`src/rtl/hilo_mult_ctrl.sv`:
```
// HI/LO commit controller for the fixed-latency signed 32x32 multiplier.
// Optional multiply-accumulate (op_madd) is compiled in when MADD_EN is defined.
module hilo_mult_ctrl #(
  parameter int MULT_LAT = 2,
  parameter int CNT_W    = 4
) (
  input  logic        clk,
  input  logic        reset,
  input  logic        op_mult,
  input  logic        op_multu,
`ifdef MADD_EN
  input  logic        op_madd,
`endif
  input  logic        op_mthi,
  input  logic        op_mtlo,
  input  logic [31:0] rs_val,
  input  logic [31:0] rt_val,
  output logic [31:0] mult_a,
  output logic [31:0] mult_b,
  input  logic [63:0] mult_z,
  output logic [31:0] hi,
  output logic [31:0] lo,
  output logic        busy,
  output logic        done
);

  typedef enum logic [1:0] {IDLE, WAIT, COMMIT} state_t;

  state_t           state, state_nx;
  logic [CNT_W-1:0] cnt;
  logic             uns_q, acc_q;
  logic             start, start_uns, start_acc;
  logic [63:0]      corr, base, result;

`ifdef MADD_EN
  assign start     = op_mult | op_multu | op_madd;
  assign start_acc = op_madd & ~op_mult & ~op_multu;
`else
  assign start     = op_mult | op_multu;
  assign start_acc = 1'b0;
`endif
  // mult wins over multu when both are pulsed
  assign start_uns = op_multu & ~op_mult;

  always_ff @(posedge clk or posedge reset) begin
    if (reset) state <= IDLE;
    else       state <= state_nx;
  end

  always_comb begin
    state_nx = state;
    case (state)
      IDLE:    if (start) state_nx = WAIT;
      WAIT:    if (cnt == CNT_W'(1)) state_nx = COMMIT;
      COMMIT:  state_nx = IDLE;
      default: state_nx = IDLE;
    endcase
  end

  always_comb begin
    busy = (state != IDLE);
    done = (state == COMMIT);
  end

  // Signed product turned unsigned by adding back each operand's sign-weighted partner
  always_comb begin
    corr   = '0;
    base   = '0;
    if (uns_q)
      corr = (mult_a[31] ? {mult_b, 32'h0} : 64'h0) + (mult_b[31] ? {mult_a, 32'h0} : 64'h0);
    if (acc_q)
      base = {hi, lo};
    result = mult_z + corr + base;
  end

  always_ff @(posedge clk or posedge reset) begin
    if (reset) begin
      mult_a <= '0;
      mult_b <= '0;
      hi     <= '0;
      lo     <= '0;
      cnt    <= '0;
      uns_q  <= 1'b0;
      acc_q  <= 1'b0;
    end else begin
      case (state)
        IDLE: begin
          if (start) begin
            mult_a <= rs_val;
            mult_b <= rt_val;
            uns_q  <= start_uns;
            acc_q  <= start_acc;
            cnt    <= CNT_W'(MULT_LAT);
          end else begin
            if (op_mthi) hi <= rs_val;
            if (op_mtlo) lo <= rs_val;
          end
        end
        WAIT:    cnt <= cnt - 1'b1;
        COMMIT:  {hi, lo} <= result;
        default: ;
      endcase
    end
  end

endmodule

```
`config.mk`:
```
export PLATFORM = sky130hd
export DESIGN_NAME = hilo_mult_ctrl
export DESIGN_NICKNAME = d
export VERILOG_FILES = /design/src/rtl/hilo_mult_ctrl.sv
export SDC_FILE = /design/constraint.sdc
export NUM_CORES = 1
export LEC_CHECK = 0
export CORE_ASPECT_RATIO = 1.5
export CORE_MARGIN = 4
export CORE_UTILIZATION = 52
export DETAILED_ROUTE_END_ITERATION = 16
export DONT_BUFFER_PORTS = 1
export MAX_ROUTING_LAYER = met4
export PLACE_DENSITY_LB_ADDON = 0.3
export SYNTH_ARGS = -nofsm -noshare
export SYNTH_HDL_FRONTEND = slang
export SYNTH_SLANG_ARGS = --single-unit
```
`constraint.sdc`:
```
create_clock -name clk -period 4.3 [get_ports clk]
set_input_delay 0.86 -clock clk [delete_from_list [all_inputs] [get_ports clk]]
set_output_delay 0.86 -clock clk [all_outputs]
set_load 0.1 [all_outputs]
```
==> impl_metrics.csv <==
group,metric,value,unit
outcome,outcome,"finished, violations left",
outcome,violations,"negative setup slack",
detailed_routing,dr.pass1.iters,5,
sta,hold_viol,0,
grt,grt_pass1_wl,43500,µm
grt,grt.overflow.total,0,
sta,hold_slack,0.436,ns
setup_path,crit_required,4.59,ns
die,die_area,20100,µm²
placement,numPortBuffers,0,
detailed_routing,ant_nets,0,
yosys,synth_top_family_by_area,"simple AND/OR/NAND/NOR gates",
grt,grt_max_degree,136,
sta,tightest_slew,0.984,ns
clock_network,cts_buffers,17,
setup_path,endpoint_kind,"flip-flop",
yosys,ys_ff_latch,135,
detailed_routing,vias,8550,
clock_network,root_buffer,"clkbuf_16",
die,core,17400,µm²
die,die-height,171,µm
grt,antenna_found_initial,0,
clock_network,htree_levels,4,
sta,relSlewSlack,34.4,%
detailed_routing,via_per_inst,5.66,
yosys,synth_nets,1333,
sta,fin_crit_sh,102,%
yosys,synthMuxAreaShare,3.20,%
yosys,synthXorXnorAreaFrac,4.35,%
yosys,yosysSeqAreaShare,36.5,%
layout,mostFrequentLayoutCells,"nand2_1 (303), buf_4 (175), dfrtp_1 (109), and2_1 (77), nor2_1 (61)",
setup_path,crit_arrival,4.67,ns
yosys,syn_area_per_cell,8.17,µm²
yosys,synth_edf_count,0,
clock_network,clk_latency,0.43,ns
layout,layout.nets,1484,
sta,skew,0.0104,ns
layout,area_growth,30.2,%
layout,layout.area.seq,3410,µm²
die,initial_core_util,53.2,%
grt,grt_pass1_vias,8284,
sta,rsz0062_at_grt,"yes",
job,cap_violations,0,
detailed_routing,drtIter0Drc,636,
yosys,syn-instance-count,1133,
yosys,yosysTopAreaCell,"dfrtp_1",
setup_path,critPathMaxStageDelay,0.54,ns
yosys,synthFlopType,"dfrtp_1",
layout,drive_gt1_share,28.1,%
sta,setup_slack,-0.0835,ns
layout,multi_input_area,6240,µm²
hold_path,hold_path.class,"in2async",
yosys,syn_area,9260,µm²
layout,fillCellCount,1390,
yosys,synth_compound_area_share,17.6,%
yosys,async_flop_share,100,%
clock_network,clockBufferDepth,2,
layout,final_common_cell,"nand2_1",
die,io_pins,264,
sta,drv_slew,0,
sta,setup_viol,6,
setup_path,cp-start-kind,"flip-flop",
yosys,ys_types,66,
sta,max_freq,0.228,GHz
yosys,synth.area.top_cells,"dfrtp_1 (36%), nand2_1 (12%), ha_1 (8.6%)",
yosys,synth_top_area_share,36.5,%
grt,grt_usage,28.6,%
setup_path,crit_type,"reg2reg",
clock_network,clk_pin_slew,0.06,ns
clock_network,cts_tree,"done",
detailed_routing,wl,28900,µm
setup_path,critPathMaxFanout,6,
detailed_routing,drc,0,
die,placementRows,59,
detailed_routing,wl_per_cell,19.1,µm
setup_path,crit_slowest_cell,"or4_1",
placement,place_congestion,0.943,
die,die_w,117,µm
yosys,synth_simple_gate_area_share,26.2,%
yosys,yosys_warnings,0,
sta,fin_crit,4.38,ns
setup_path,worstPathCellList,"buf_4 > and2_1 > ha_1 > a21oi_2 > nor3_1 > or4_1 > or2_4 > a211oi_2 > xnor2_1 > and2_4 > ha_4 > nand2_1 > nor2_1 > a211oi_2 > o211a_1 > o21ai_2 > a211oi_4 > o21bai_1 > xnor2_1 > o21ai_1",
clock_network,clock_sinks,135,
placement,hpwlAfterDp,21600,µm
clock_network,postCtsHoldBufs,0,
yosys,synthAdderAreaFrac,9.08,%
-- metrics by stage --
stage	setup WS, ns	std cells	setup TNS [ns]	util (%)	instance area, µm²
finish	-0.0835	1511	-0.289	69.2	12100
detailed placement	-0.262	1455	-1.33	61.9	10800
global route	-0.334	1510	-2.11	69.2	12100
global placement	-0.108	1455	-0.322	61.9	10800
floorplan	-0.272	1133	-0.485	-	9530
CTS	-0.00807	1495	-0.0151	66.7	11600
-- cells by family (layout without fill, tap and decap cells) --
group / after synthesis / after routing
AO/OA/AOI/OAI: 248 / 248
XOR/XNOR: 46 / 46
adder cells (fa/ha/maj): 66 / 66
buffers and inverters: 76 / 240
flip-flops: 135 / 135
multiplexers: 29 / 29
other: 0 / 1
AND/OR/NAND/NOR: 533 / 533
-- routing by layer --
metal | vias up | share of wire, % | GRT usage (%)
met5 | - | 0 | -
met4 | 0 | 2.9 | 11.0
met3 | 48 | 6.9 | 4.68
met2 | 301 | 49 | 45.2
met1 | 4016 | 41 | 36.8
li1 | 4185 | - | -
-- flip-flops by register name, summed over array words and instances (netlist names) --
register / cells
mult_a: 32
state: 2
mult_b: 32
cnt: 4
hi: 32
uns_q: 1
lo: 32
-- critical path, delay by kind of cell, from the launching register on --
family          cells  cell delay, ns
compound gates      8            1.43
flops               1            0.45
xor+xnor            2            0.36
fa+ha+maj           2            0.54
simple gates        7            1.29
buf+inv             1            0.15
-- repair_timing --
action                                 4_1_cts  5_1_grt
setup buffers                                8       15
pin swaps                                   13       44
setup endpoints to repair                    9       18
gates resized for setup                     24       66
endpoints found under the hold margin        0        0
-- Yosys cell counts, types with 6 or more instances --
library cell,number
xnor2_1,28
dfrtp_1,135
nand2_1,306
nor2_1,64
and2_1,86
a21oi_1,62
nor2b_1,12
o31ai_1,7
nand3_1,12
nand2b_1,6
o21a_1,11
a31oi_1,38
o21ai_1,12
mux2i_1,24
ha_1,64
inv_1,27
nand4_1,6
a21o_1,24
a211oi_1,13
nor3_1,12
clkbuf_1,43
xor2_1,18
o21ai_0,43
-- worst paths after layout --
check	startpoint	endpoint	slack [ns]	cells past startpoint
setup / recovery	mult_a[31]	hi[27]	-0.08	20
hold / removal	reset	lo[31]	0.44	2
setup reg to reg	mult_a[31]	hi[27]	-0.08	20
hold reg to reg	cnt[3]	cnt[3]	0.52	1
max in group asynchronous	reset	mult_b[31]	3.10	2
min in group clk	op_mult	uns_q	0.51	1
-- layout make-up --
class                           count  share of cell area (%)
Antenna cell                        1                  0.0208
Clock buffer                       19                    3.67
Clock inverter                     13                    1.60
Inverter                           28                   0.913
Multi-Input combinational cell    922                    51.8
Sequential cell                   135                    28.3
Tap cell                          213                    2.21
Timing Repair Buffer              180                    11.5
Power is not shown: default switching activity piles up to over one toggle a cycle in this logic, so the estimate is an artifact.
